[config.mk]
export PLATFORM = sky130hd
export DESIGN_NAME = inv_arbiter
export DESIGN_NICKNAME = d
export VERILOG_FILES = /design/src/rtl/inv_arbiter.sv
export SDC_FILE = /design/constraint.sdc
export NUM_CORES = 1
export LEC_CHECK = 0
export ABC_AREA = 1
export CORE_MARGIN = 1.5
export CORE_UTILIZATION = 30
export CTS_CLUSTER_SIZE = 14
export DETAILED_ROUTE_END_ITERATION = 10
export SYNTH_ARGS = -nofsm -noshare
export SYNTH_HDL_FRONTEND = slang
export SYNTH_SLANG_ARGS = --single-unit
[constraint.sdc]
create_clock -name clk -period 3.1 [get_ports clk]
set_clock_uncertainty 0.2 [all_clocks]
set_input_delay 0.775 -clock clk [delete_from_list [all_inputs] [get_ports clk]]
set_output_delay 0.775 -clock clk [all_outputs]
set_load 0.01 [all_outputs]
[src/rtl/inv_arbiter.sv]
// inv_arbiter: two-requester round-robin arbiter feeding a shared inverter
// result register with valid/ready output handshake. Rev 1.0
`default_nettype none

module inv_arbiter #(
  parameter int WIDTH = 4,
  parameter int CNTW  = 8
) (
  input  logic             clk,
  input  logic             reset,
  input  logic             req0_valid,
  input  logic [WIDTH-1:0] req0_data,
  output logic             req0_ready,
  input  logic             req1_valid,
  input  logic [WIDTH-1:0] req1_data,
  output logic             req1_ready,
  output logic             resp_valid,
  output logic [WIDTH-1:0] resp_data,
  output logic             resp_id,
  input  logic             resp_ready,
  output logic [CNTW-1:0]  cnt0,
  output logic [CNTW-1:0]  cnt1
);

  typedef enum logic [0:0] {
    IDLE = 1'b0,
    FULL = 1'b1
  } state_t;

  state_t state;
  state_t state_nxt;
  logic   last_grant;
  logic   slot_free;
  logic   grant0;
  logic   grant1;

  always_ff @(posedge clk or posedge reset) begin
    if (reset) begin
      state <= IDLE;
    end else begin
      state <= state_nxt;
    end
  end

  // Grants are masked during reset so no handshake completes while cleared.
  always_comb begin
    state_nxt = state;
    slot_free = (state == IDLE) || resp_ready;
    grant0    = 1'b0;
    grant1    = 1'b0;
    if (slot_free && !reset) begin
      if (req0_valid && req1_valid) begin
        grant0 = last_grant;
        grant1 = !last_grant;
      end else begin
        grant0 = req0_valid;
        grant1 = req1_valid;
      end
    end
    if (grant0 || grant1) begin
      state_nxt = FULL;
    end else if (state == FULL && resp_ready) begin
      state_nxt = IDLE;
    end
  end

  assign req0_ready = grant0;
  assign req1_ready = grant1;
  assign resp_valid = (state == FULL);

  always_ff @(posedge clk or posedge reset) begin
    if (reset) begin
      resp_data  <= '0;
      resp_id    <= 1'b0;
      last_grant <= 1'b1;
      cnt0       <= '0;
      cnt1       <= '0;
    end else begin
      if (grant0) begin
        resp_data  <= ~req0_data;
        resp_id    <= 1'b0;
        last_grant <= 1'b0;
        cnt0       <= cnt0 + 1'b1;
      end else if (grant1) begin
        resp_data  <= ~req1_data;
        resp_id    <= 1'b1;
        last_grant <= 1'b1;
        cnt1       <= cnt1 + 1'b1;
      end
    end
  end

endmodule

`default_nettype wire

# Word level (Yosys, flattened, before mapping)
# Cells that the tools add are included.
# totals
out_inout_bits	24
ff_bits	23
wordCells	32
# op_classes
n_reduce_logical	10
add_sub_neg	2
muxes	10
n_bitwise	4
# ops
operator	n
$add 8x1->8 const B	2
$mux 1	8
$mux 4	2
$not 4->4	2
$reduce_bool 2->1	2
$logic_and 1x1->1	3
$logic_not 1->1	2
$logic_or 1x1->1	2
$not 1->1	2
$reduce_and 2->1	1

# Depth between registers and ports, before layout
# Gate-level depths: netlist of the first run.
# depth
depth_word	6
mapped_depth	8

# Worst setup path after synthesis of the first run
# Ideal clock, no wire load.
# synth_timing
kind	input to output
start	input reset
end	output req0_ready
cell_stages	4
required_time_ns	2.125
t_arrival_ns	1.770
slack_ns	0.355
path_cell_list	inv_1 > nand2_4 > nor2_4 > buf_6
# synth_between
elab_chain_cells	3
# synth_lines
item	line_no	source
start, declared	10	input logic reset,
$logic_not 1->1 (no line)	n/a	
$logic_and 1x1->1	51	if (slot_free && !reset) begin
$mux 1	51	
end, declared	13	output logic req0_ready,
# Every way passes these cells.

# Worst setup path after layout of the first run
# layout_timing
start	input req0_valid
end	output req1_ready
# layout_between
elab_chain_cells	3
# layout_lines
item	line_no	source
start, declared	11	input logic req0_valid,
$logic_and 1x1->1	52	if (req0_valid && req1_valid) begin
$mux 1	52	
$mux 1	51	
end, declared	16	output logic req1_ready,
# Every way passes these cells.

==> flow_metrics.py, run 1 <==
metrics = {
    "yosys": {
        "synthMuxAreaShare": 0,
        "yosysUniqueCellTypes": 20,
        "avgSynthCellArea_um2": 8.05,
        "synth_area_um2": 1230,
        "synth_area_leaders": "dfrtp_1, nand2_1, inv_1",
        "yosys.area.top_type_share": 0.447,
        "synth_top_family_by_area": "simple AND/OR/NAND/NOR gates",
        "synth_cells": 153,
        "yosys.area_share.xor_xnor": 0.0559,
        "synth_nets": 168,
        "synth_compound_area_frac": 0.0315,
        "ys_seq_elements": 23,
        "yosys_warnings": 0,
        "yosys.area_share.simple": 0.320,
        "synth_top_cell_by_area": "dfrtp_1",
        "synth_fa_ha_area_frac": 0.0203,
        "yosysSeqAreaShare": 0.468,
    },
    "die": {
        "die_w_um": 67.1,
        "io_pins": 37,
        "die_area_um2": 4500,
        "initial_utilization": 0.310,
        "die_h_um": 67.1,
        "core-area_um2": 3970,
        "rows": 23,
    },
    "cts": {
        "clock_latency_ns": 0.26,
        "cts.path.max_buffers": 2,
        "cts_root_buffer": "clkbuf_8",
        "cts_sinks": 23,
        "postCtsSetupBuffers": 0,
        "cts-hold-fix-buffers": 0,
        "h-tree-depth": 1,
        "cts_buffers": 3,
        "clk_pin_slew_ns": 0.08,
        "cts_tree": "done",
    },
    "final_layout": {
        "syn2layout_area_growth_pct": 38.1,
        "antennaDiodeCount": 0,
        "final_cell_mix": "nand2_1, clkdlybuf4s50_1, inv_1",
        "final_nets": 210,
        "drive_above_1_share": 0.0876,
        "final_common_cell": "nand2_1",
    },
    "status": {
        "status": "finished clean",
    },
    "place": {
        "gp_congestion": 0.707,
        "dpl_worst_slack_ns": 0.0197,
        "io_buffers": 36,
        "dp_hpwl_um": 1900,
    },
    "sta": {
        "max_freq_ghz": 0.370,
        "setup_violations": 0,
        "setup_ws_ns": 0.399,
        "worstMarginPinSlew_ns": 0.339,
        "grt_setup_unrepaired": "false",
        "hold_viol": 0,
        "drv_slew": 0,
        "slew_headroom": 0.774,
        "post-route-period-util": 0.871,
        "min_period_ns": 2.70,
        "final.setup.tns_ns": 0,
    },
    "global_route": {
        "antenna_found_initial": 0,
        "grtUsageTotal": 0.131,
        "overflow": 0,
        "grt_max_degree": 25,
        "grt_pass1_wl_um": 4450,
        "grt_pass1_vias": 996,
    },
    "power": {
        "p_leak_uw": 0.000875,
        "vdd_ir_drop_max_uv": 420,
        "powerDensity_nw_per_um2": 619,
    },
    "setup_path": {
        "endpoint_kind": "output port",
        "crit_path_start_kind": "input pin",
        "crit_type": "in -> out",
        "arrival_ns": 1.73,
        "worst_ep_required_time_ns": 2.12,
        "crit_fanout": 3,
    },
    "routing": {
        "drtIter0Drc": 18,
        "vias_per_cell": 4.33,
        "vias": 1057,
        "first_pass_iters": 4,
        "drc": 0,
        "ant_nets": 0,
        "wl_per_cell_um": 10.4,
        "drt-total-wl_um": 2550,
    },
    "run": {
        "cap_violations": 0,
    },
    "worst_hold_path": {
        "hp-class": "reg -> reg",
    },
}
==> state kept, by name (all words and copies together) (netlist names) <==
register,count
resp_valid,1
last_grant,1
cnt1,8
cnt0,8
resp_id,1
resp_data,4
==> layout make-up <==
class / instances / area (um2)
Fill cell: 428 / 2270
Sequential cell: 23 / 577
Multi-Input combinational cell: 102 / 527
Timing Repair Buffer: 40 / 395
Inverter: 25 / 93.8
Tap cell: 50 / 62.6
Clock buffer: 4 / 45.0
==> power by group <==
part	switching [uW]	leakage, uW	total, uW	internal (uW)
clock network	91.7	0.0000228	183	91.5
registers	85.2	0.000294	468	383
logic	175	0.000557	401	226
total	352	0.000875	1050	700
==> what timing repair did <==
item	4_1_cts	5_1_grt
endpoints found under the setup margin	0	2
hold endpoints to repair	0	0
resized for setup	0	2
==> metal layers <==
layer	wire [um]	vias up	GRT usage	share of wire
li1	-	553	-	-
met1	1220	478	0.164	0.48
met2	1200	24	0.220	0.47
met3	100	2	0.0372	0.039
met4	33	0	0.0306	0.013
met5	0	-	0	0
==> worst max-delay path, cell delays in order <==
cell	delay [ns]
clkdlybuf4s50_1	0.44
nand2_1	0.12
nand2_2	0.08
nor2_4	0.13
dlymetal6s2s_1	0.17
==> cell usage after synthesis <==
cell,instances
nand2_1,55
inv_1,25
dfrtp_1,22
nand3_1,13
nand4_1,6
nand2_2,4
xnor2_1,4
buf_6,3
nor2_1,3
o21ai_0,3
a21oi_1,2
ha_1,2
nand3b_1,2
nor2_4,2
xor2_1,2
dfstp_2,1
nand2_4,1
o21ai_1,1
o21ai_2,1
xnor2_2,1
==> kinds of logic (layout without fill, tap and decap cells) <==
group	after synthesis	count (layout)
and+or+nand+nor	86	86
xor gates and xnor gates	7	7
buffers and inverters	28	69
AOI/OAI and AO/OA	7	7
adders and majority gates	2	2
DFF	23	23
==> final timing paths <==
check | from | to | slack, ns | cells past startpoint
max in group asynchronous | reset | last_grant | 1.66 | 3
min in group asynchronous | reset | cnt1[7] | 0.75 | 3
setup reg to reg | last_grant | cnt0[3] | 1.48 | 5
hold reg to reg | resp_data[0] | resp_data[0] | 0.28 | 2
setup / recovery | req0_valid | req1_ready | 0.40 | 5
hold / removal | resp_data[0] | resp_data[0] | 0.28 | 2
==> stage by stage <==
step | cells | power, uW | cell area (um2) | hold slack, ns | utilization
floorplan | 153 | 666 | 1230 | 0.300 | -
global placement | 240 | 878 | 1650 | 0.269 | 0.416
detailed placement | 240 | 880 | 1650 | 0.270 | 0.416
CTS | 244 | 1070 | 1700 | 0.292 | 0.427
global route | 244 | 1130 | 1700 | 0.295 | 0.428
finish | 244 | 1050 | 1700 | 0.283 | 0.428
No activity file was read; power rests on OpenSTA's default activity.
==> inputs of run 2 (changes only) <==
--- a/config.mk
+++ b/config.mk
@@ -10,6 +10,7 @@
 export CORE_UTILIZATION = 30
 export CTS_CLUSTER_SIZE = 14
 export DETAILED_ROUTE_END_ITERATION = 10
+export SKIP_LAST_GASP = 1
 export SYNTH_ARGS = -nofsm -noshare
 export SYNTH_HDL_FRONTEND = slang
 export SYNTH_SLANG_ARGS = --single-unit
==> results of run 2 <==
The final DEF is identical to that of run 1; final timing and power are the same.
